--- src/rtl/ps2_pkg.sv ---
// Shared constants for the PS/2 key tracker: framing bytes, decoder states, default key table.
// Latency: n/a (declarations only).
// Backpressure: n/a.
package ps2_pkg;

  localparam logic [7:0] PS2_EXT        = 8'hE0;
  localparam logic [7:0] PS2_BRK        = 8'hF0;
  localparam int         PS2_FRAME_BITS = 11;

  typedef enum logic [1:0] {
    DEC_IDLE    = 2'd0,
    DEC_EXT     = 2'd1,
    DEC_BRK     = 2'd2,
    DEC_EXT_BRK = 2'd3
  } dec_state_e;

  localparam int KEY_UP    = 0;
  localparam int KEY_DOWN  = 1;
  localparam int KEY_LEFT  = 2;
  localparam int KEY_RIGHT = 3;
  localparam int KEY_A     = 4;
  localparam int KEY_B     = 5;

  // Entry i sits at [9i+8:9i]; bit 8 flags an E0-prefixed code.
  // Last element of the concatenation is entry 0 (up).
  localparam logic [6*9-1:0] PS2_DEFAULT_KEY_CODES =
    {9'h032, 9'h01C, 9'h174, 9'h16B, 9'h172, 9'h175};

endpackage

--- src/rtl/ps2_rx_frame.sv ---
// PS/2 frame receiver: 2-flop sync of clk/data, falling-edge detect, 11-bit frame assembly, idle timeout.
// Latency: byte_valid_o pulses the cycle after the edge-detect cycle of the stop bit.
// Backpressure: none; the PS/2 device cannot be stalled, every byte is a one-cycle pulse.
// Ports: clk/reset (sync, active-high), ps2_clk_i/ps2_data_i raw pins,
//        rx_byte_o (held until next frame), byte_valid_o, frame_err_o (one-cycle pulses).
// Build option PS2_PARITY_CHECK_EN: drop frames with bad odd parity or a low stop bit.
module ps2_rx_frame
  import ps2_pkg::*;
#(
  parameter int TIMEOUT_CYCLES = 50000
) (
  input  logic       clk,
  input  logic       reset,
  input  logic       ps2_clk_i,
  input  logic       ps2_data_i,
  output logic [7:0] rx_byte_o,
  output logic       byte_valid_o,
  output logic       frame_err_o
);

  localparam int TO_W = $clog2(TIMEOUT_CYCLES + 1);
  localparam logic [3:0] LAST_BIT = 4'(PS2_FRAME_BITS - 1);

  logic [1:0]      clk_sync_q, dat_sync_q;
  logic            clk_prev_q;
  logic [3:0]      bit_cnt_q, bit_cnt_d;
  logic [7:0]      shift_q, shift_d;
  logic [TO_W-1:0] idle_q, idle_d;
  logic            vld_q, vld_d, err_q, err_d;
  logic            fall, din;
`ifdef PS2_PARITY_CHECK_EN
  logic            par_q, par_d;
`endif

  // Falling edge: synchronized clock was high last cycle and is low now.
  assign fall = clk_prev_q & ~clk_sync_q[1];
  assign din  = dat_sync_q[1];

  always_comb begin
    bit_cnt_d = bit_cnt_q;
    shift_d   = shift_q;
    idle_d    = idle_q;
    vld_d     = 1'b0;
    err_d     = 1'b0;
`ifdef PS2_PARITY_CHECK_EN
    par_d     = par_q;
`endif
    if (fall) begin
      idle_d = '0;
      if (bit_cnt_q == 4'd0) begin
        // A high "start" bit is line noise; stay aligned on the next edge.
        if (!din) bit_cnt_d = 4'd1;
      end else if (bit_cnt_q <= 4'd8) begin
        shift_d   = {din, shift_q[7:1]};
        bit_cnt_d = bit_cnt_q + 4'd1;
      end else if (bit_cnt_q < LAST_BIT) begin
`ifdef PS2_PARITY_CHECK_EN
        par_d     = din;
`endif
        bit_cnt_d = bit_cnt_q + 4'd1;
      end else begin
        bit_cnt_d = 4'd0;
`ifdef PS2_PARITY_CHECK_EN
        if ((^{shift_q, par_q}) && din) vld_d = 1'b1;
        else                            err_d = 1'b1;
`else
        vld_d = 1'b1;
`endif
      end
    end else if (bit_cnt_q != 4'd0) begin
      if (idle_q == TO_W'(TIMEOUT_CYCLES - 1)) begin
        bit_cnt_d = 4'd0;
        idle_d    = '0;
        err_d     = 1'b1;
      end else begin
        idle_d = idle_q + 1'b1;
      end
    end else begin
      idle_d = '0;
    end
  end

  always_ff @(posedge clk) begin
    if (reset) begin
      clk_sync_q <= 2'b11;
      dat_sync_q <= 2'b11;
      clk_prev_q <= 1'b1;
      bit_cnt_q  <= 4'd0;
      shift_q    <= 8'd0;
      idle_q     <= '0;
      vld_q      <= 1'b0;
      err_q      <= 1'b0;
`ifdef PS2_PARITY_CHECK_EN
      par_q      <= 1'b0;
`endif
    end else begin
      clk_sync_q <= {clk_sync_q[0], ps2_clk_i};
      dat_sync_q <= {dat_sync_q[0], ps2_data_i};
      clk_prev_q <= clk_sync_q[1];
      bit_cnt_q  <= bit_cnt_d;
      shift_q    <= shift_d;
      idle_q     <= idle_d;
      vld_q      <= vld_d;
      err_q      <= err_d;
`ifdef PS2_PARITY_CHECK_EN
      par_q      <= par_d;
`endif
    end
  end

  assign rx_byte_o    = shift_q;
  assign byte_valid_o = vld_q;
  assign frame_err_o  = err_q;

endmodule

--- src/rtl/ps2_key_tracker.sv ---
// PS/2 keyboard key tracker: make/break/E0 decode against KEY_CODES, per-key held flag and hold counter.
// Latency: key_down/evt_* update 1 cycle after byte_valid (2 cycles after the stop-bit edge detect).
// Backpressure: none; events are one-cycle pulses, at most one per received byte.
// Ports: clk/reset (sync, active-high), ps2_clk_i/ps2_data_i raw pins, key_down[NUM_KEYS],
//        hold_cnt (counter i at [CNT_W*i +: CNT_W]), evt_valid/evt_idx/evt_make, frame_err.
// Build option PS2_PARITY_CHECK_EN (in ps2_rx_frame) enables parity/stop-bit rejection.
module ps2_key_tracker
  import ps2_pkg::*;
#(
  parameter int                    NUM_KEYS       = 6,
  parameter logic [NUM_KEYS*9-1:0] KEY_CODES      = PS2_DEFAULT_KEY_CODES,
  parameter int                    CNT_W          = 16,
  parameter int                    TICK_DIV       = 1,
  parameter int                    TIMEOUT_CYCLES = 50000,
  localparam int                   IDX_W          = (NUM_KEYS > 1) ? $clog2(NUM_KEYS) : 1
) (
  input  logic                      clk,
  input  logic                      reset,
  input  logic                      ps2_clk_i,
  input  logic                      ps2_data_i,
  output logic [NUM_KEYS-1:0]       key_down,
  output logic [NUM_KEYS*CNT_W-1:0] hold_cnt,
  output logic                      evt_valid,
  output logic [IDX_W-1:0]          evt_idx,
  output logic                      evt_make,
  output logic                      frame_err
);

  localparam int              PRE_W   = (TICK_DIV > 1) ? $clog2(TICK_DIV) : 1;
  localparam logic [CNT_W-1:0] CNT_MAX = '1;

  logic [7:0]          rx_byte;
  logic                rx_vld;
  dec_state_e          state_q, state_d;
  logic                lk_en, lk_ext, lk_brk, hit, prs, rel;
  logic [IDX_W-1:0]    hit_idx;
  logic [NUM_KEYS-1:0] key_down_q, key_down_d;
  logic                evt_valid_q, evt_valid_d, evt_make_q, evt_make_d;
  logic [IDX_W-1:0]    evt_idx_q, evt_idx_d;
  logic [PRE_W-1:0]    pre_q, pre_d;
  logic                tick;
  logic [CNT_W-1:0]    cnt_q [NUM_KEYS];
  logic [CNT_W-1:0]    cnt_d [NUM_KEYS];

  ps2_rx_frame #(.TIMEOUT_CYCLES(TIMEOUT_CYCLES)) u_rx (
    .clk          (clk),
    .reset        (reset),
    .ps2_clk_i    (ps2_clk_i),
    .ps2_data_i   (ps2_data_i),
    .rx_byte_o    (rx_byte),
    .byte_valid_o (rx_vld),
    .frame_err_o  (frame_err)
  );

  // Prefix decoder; a lookup is issued on the byte that completes a sequence.
  always_comb begin
    state_d = state_q;
    lk_en   = 1'b0;
    lk_ext  = 1'b0;
    lk_brk  = 1'b0;
    if (rx_vld) begin
      case (state_q)
        DEC_IDLE: begin
          if (rx_byte == PS2_EXT)      state_d = DEC_EXT;
          else if (rx_byte == PS2_BRK) state_d = DEC_BRK;
          else                         lk_en   = 1'b1;
        end
        DEC_EXT: begin
          if (rx_byte == PS2_BRK)      state_d = DEC_EXT_BRK;
          else if (rx_byte == PS2_EXT) state_d = DEC_EXT;
          else begin
            lk_en   = 1'b1;
            lk_ext  = 1'b1;
            state_d = DEC_IDLE;
          end
        end
        DEC_BRK: begin
          lk_en   = 1'b1;
          lk_brk  = 1'b1;
          state_d = DEC_IDLE;
        end
        default: begin
          lk_en   = 1'b1;
          lk_ext  = 1'b1;
          lk_brk  = 1'b1;
          state_d = DEC_IDLE;
        end
      endcase
    end
  end

  // Scan downward so the lowest matching index is the one left standing.
  always_comb begin
    hit     = 1'b0;
    hit_idx = '0;
    for (int i = NUM_KEYS - 1; i >= 0; i--) begin
      if (KEY_CODES[9*i +: 9] == {lk_ext, rx_byte}) begin
        hit     = 1'b1;
        hit_idx = IDX_W'(i);
      end
    end
  end

  // Typematic repeats and breaks of unheld keys fall out of these qualifiers.
  assign prs = lk_en & hit & ~lk_brk & ~key_down_q[hit_idx];
  assign rel = lk_en & hit &  lk_brk &  key_down_q[hit_idx];

  always_comb begin
    key_down_d = key_down_q;
    if (prs) key_down_d[hit_idx] = 1'b1;
    if (rel) key_down_d[hit_idx] = 1'b0;
    evt_valid_d = prs | rel;
    evt_idx_d   = (prs | rel) ? hit_idx : evt_idx_q;
    evt_make_d  = prs ? 1'b1 : (rel ? 1'b0 : evt_make_q);
  end

  assign tick  = (pre_q == PRE_W'(TICK_DIV - 1));
  assign pre_d = tick ? '0 : pre_q + 1'b1;

  // A fresh press clears the counter even on a tick cycle.
  always_comb begin
    for (int i = 0; i < NUM_KEYS; i++) begin
      cnt_d[i] = cnt_q[i];
      if (prs && (hit_idx == IDX_W'(i)))
        cnt_d[i] = '0;
      else if (tick && key_down_q[i] && (cnt_q[i] != CNT_MAX))
        cnt_d[i] = cnt_q[i] + 1'b1;
    end
  end

  always_ff @(posedge clk) begin
    if (reset) begin
      state_q     <= DEC_IDLE;
      key_down_q  <= '0;
      evt_valid_q <= 1'b0;
      evt_idx_q   <= '0;
      evt_make_q  <= 1'b0;
      pre_q       <= '0;
      for (int i = 0; i < NUM_KEYS; i++) cnt_q[i] <= '0;
    end else begin
      state_q     <= state_d;
      key_down_q  <= key_down_d;
      evt_valid_q <= evt_valid_d;
      evt_idx_q   <= evt_idx_d;
      evt_make_q  <= evt_make_d;
      pre_q       <= pre_d;
      for (int i = 0; i < NUM_KEYS; i++) cnt_q[i] <= cnt_d[i];
    end
  end

  always_comb begin
    hold_cnt = '0;
    for (int i = 0; i < NUM_KEYS; i++) hold_cnt[CNT_W*i +: CNT_W] = cnt_q[i];
  end

  assign key_down  = key_down_q;
  assign evt_valid = evt_valid_q;
  assign evt_idx   = evt_idx_q;
  assign evt_make  = evt_make_q;

endmodule

--- config.mk ---
export PLATFORM = sky130hd
export DESIGN_NAME = ps2_key_tracker
export DESIGN_NICKNAME = d
export VERILOG_FILES = /design/src/rtl/ps2_pkg.sv /design/src/rtl/ps2_rx_frame.sv /design/src/rtl/ps2_key_tracker.sv
export SDC_FILE = /design/constraint.sdc
export NUM_CORES = 1
export LEC_CHECK = 0
export CAP_MARGIN = 15
export CORE_MARGIN = 1.5
export CORE_UTILIZATION = 60
export DETAILED_ROUTE_END_ITERATION = 12
export DONT_BUFFER_PORTS = 1
export GPL_TIMING_DRIVEN = 1
export PLACE_DENSITY_LB_ADDON = 0.05
export SLEW_MARGIN = 0
export SYNTH_ARGS = -nofsm -noshare
export SYNTH_HDL_FRONTEND = slang
export SYNTH_SLANG_ARGS = --single-unit
--- constraint.sdc ---
create_clock -name clk -period 3.2 [get_ports clk]
set_input_delay 0.48 -clock clk [delete_from_list [all_inputs] [get_ports clk]]
set_output_delay 0.48 -clock clk [all_outputs]
set_load 0.1 [all_outputs]
==> flow_summary.toml <==
[placed_design]
hpwl_um = 10300
post-place-cells = 959
place_area_mm2 = 0.00732
place_congestion = 0.921
port_buffers = 0

[global_route]
grt_first_pass_wirelength_um = 24300
grt_max_degree = 33
grt_pass1_vias = 5352
track_usage = 0.266
antenna_found_initial = 0
overflow = 0

[cells_and_area]
n_antenna_cell = 0
syn_to_final_growth_pct = 21.7
finalNonFillerCells = 995
final_area_mm2 = 0.00793
n_fill_cell = 777
nets = 859
final_layout_size_suffix_gt1_frac = 0.178

[yosys]
avgSynthCellArea_um2 = 8.77
synthDominantCellAreaShare = 0.446
synth_edf_count = 0
synth_seq_cells = 145
async_reset_ff_frac = 0
synth_top_family_by_area = "simple AND/OR/NAND/NOR gates"
ys_warn_count = 0
synthFlopType = "dfxtp_1"
yosys.area_share.adder = 0.0173
yosysUniqueCellTypes = 62
synth-xor-area-share = 0.137
synth_area_leader_cell = "dfxtp_1"
yosys.area_share.simple = 0.281
netlist_top_cells_area = "dfxtp_1 (45%), nor2_1 (8.6%), xor2_1 (8.1%)"
syn_area_mm2 = 0.00651
synthMuxAreaShare = 0.00922
synth_fp_nets = 756
synth_compound_area_frac = 0.0778
ys_seq_area_frac = 0.446
synthCells = 743

[critical_path]
max_stage_delay_ns = 0.46
path_max_fanout = 16
crit_family = "simple AND/OR/NAND/NOR gates"
path_cells = "nor2b_1, nand4_4, or4_1, a221o_1, a31oi_4, buf_4, a21o_2, nor2_1"
cp_num_cells = 8
r2r-start = "u_rx.rx_byte_o[4]"
crit_type = "flip-flop to flip-flop"
cp-start-kind = "flip-flop"
crit_arrival_ns = 3.27
cp-end-kind = "flip-flop"
ff2ff_path_depth = 8
critPathRequiredTime_ns = 3.60
slowest_stage = "dfxtp_1"
timing.critical_path.from = "u_rx.rx_byte_o[4]"
crit_buf_inv = 1

[timing]
timing.fmax_mhz = 349
post-route-period-util = 0.895
skew_ns = 0.00585
tns_ns = 0
setup-violations-final = 0
hold_ws_ns = 0.0310
rsz0062_at_grt = "false"
max-slew-margin-rel = 0.303
maxSlewViolCount = 0
hold_viol_final = 0
fin_crit_ns = 2.86
tightest_slew_ns = 1.04

[routing]
antenna_left = 0
route.vias.total = 5513
drc = 0
wl_um = 14700
post_drt_wl_per_cell_um = 14.8
drt_iter0_markers = 422
routed_via_density = 5.54
drtPass1Iterations = 6

[die]
die_area_mm2 = 0.0115
initial_core_util = 0.625
die_h_um = 107
core_area_mm2 = 0.0104
pin_count = 112
die_x_um = 107
placementRows = 37

[clocking]
cts_sinks = 145
clk_pin_slew_worst_paths_ns = 0.06
cts_root_buffer = "clkbuf_8"
numCtsBuffers = 17
cts_tree = "built"
clock_latency_ns = 0.53
cts_max_path_buffers = 2
post_cts_resized = 0
htreeDepth = 4

[job]
drv_cap = 0

[status]
status = "complete, no violations"

[min_path]
worstHoldStart = "reset"
hp-class = "primary input to flip-flop"
min_path_cells = 1

[pwr]
p_seq_frac = 0.489
p_leak_nw = 3.06
combinationalPowerShare = 0.010
powerDensity_mw_per_mm2 = 467
peakVddDrop_v = 0.000421
p_switching_w = 0.000752
p_clk_frac = 0.501
p_int_w = 0.00295
switching_share = 0.203
-- area by class of cell --
type	count	area (um^2)	share of cell area
flip-flops and latches	145	2900	0.366
clock inverters	9	80.1	0.0101
inverters	18	67.6	0.00853
multi-input cells	557	3400	0.430
clock buffers	23	487	0.0614
well taps	136	170	0.0215
repair buffers	107	813	0.103
-- cell usage after synthesis, types with 3 or more instances --
library cell,instances
nor2_1,150
dfxtp_1,145
xor2_1,60
nand2_1,59
nand3_1,42
xnor2_1,42
nand4_1,35
a21oi_1,22
and3_1,18
inv_1,18
and4_1,12
nor3_1,11
clkbuf_1,10
a211oi_1,9
ha_1,9
buf_4,7
or2_2,7
mux2i_1,6
nor3b_1,6
nand2b_1,5
nor4_1,5
nor2b_1,4
nor4bb_1,4
a21o_1,3
a21o_2,3
a41oi_1,3
buf_6,3
o21ai_0,3
o31ai_1,3
-- metrics by stage --
| stage | total power [W] | utilization | worst slack, ns |
|---|---|---|---|
| 2_1_floorplan | 0.00188 | - | 0.435 |
| 3_3_place_gp | 0.00188 | 0.703 | 0.478 |
| 3_5_place_dp | 0.00188 | 0.703 | 0.388 |
| 4_1_cts | 0.00372 | 0.759 | 0.359 |
| 5_1_grt | 0.00381 | 0.761 | 0.175 |
| 6_report | 0.00370 | 0.761 | 0.337 |
-- path summary, 6_finish.rpt --
| kind | end | slack (ns) |
|---|---|---|
| max | cnt_q[3][3] | 0.34 |
| min | key_down[3] | 0.03 |
| max reg2reg | cnt_q[3][3] | 0.34 |
| min reg2reg | u_rx.dat_sync_q[1] | 0.41 |
-- worst reg2reg max path: stages (launching register included) --
cell and delay, ns:
dfxtp_1 0.46, nor2b_1 0.34, nand4_4 0.15, or4_1 0.43, a221o_1 0.41, a31oi_4 0.31
buf_4 0.22, a21o_2 0.31, nor2_1 0.11
-- power by group through the flow --
stage          clock, W  sequential, W  combinational, W
3_3_place_gp          0        0.00185         0.0000283
5_1_grt         0.00196        0.00181         0.0000398
3_5_place_dp          0        0.00185         0.0000291
2_1_floorplan         0        0.00185         0.0000330
4_1_cts         0.00188        0.00181         0.0000329
6_report        0.00185        0.00181         0.0000362
-- what timing repair did --
item / in CTS / in global routing
endpoints found under the hold margin: 7 / 5
buffers inserted: 0 / 0
hold buffers: 2 / 2
-- cells in the final DEF (no fill, tap or decap), types with 18 or more instances in the layout --
master / n
nand4_1: 35
inv_1: 18
nor2_1: 150
buf_4: 103
and3_1: 18
xor2_1: 60
dfxtp_1: 145
xnor2_1: 42
nand2_1: 59
nand3_1: 42
a21oi_1: 22
-- state kept, by name, summed over array words and instances (netlist names), 3 cells and up --
signal and cells:
cnt_q 96, evt_idx 3, key_down 6, u_rx.bit_cnt_q 4
u_rx.idle_q 16, u_rx.rx_byte_o 8
-- routing by layer --
metal  GRT usage  vias to the layer above  share of wire
met2       0.455                      149           0.50
met4      0.0962                        0          0.014
met3       0.105                       18          0.076
met1       0.298                     2576           0.41
li1            -                     2770              -
met5           0                        -              0
-- kinds of logic (layout without fill, tap and decap cells) --
group	after synthesis	in the layout
AOI/OAI and AO/OA	67	67
xor gates and xnor gates	102	102
adders and majority gates	9	9
buffers and inverters	41	157
DFF	145	145
muxes	6	6
other	1	1
and+or+nand+nor	372	372
(Power assumes the default switching activity.)
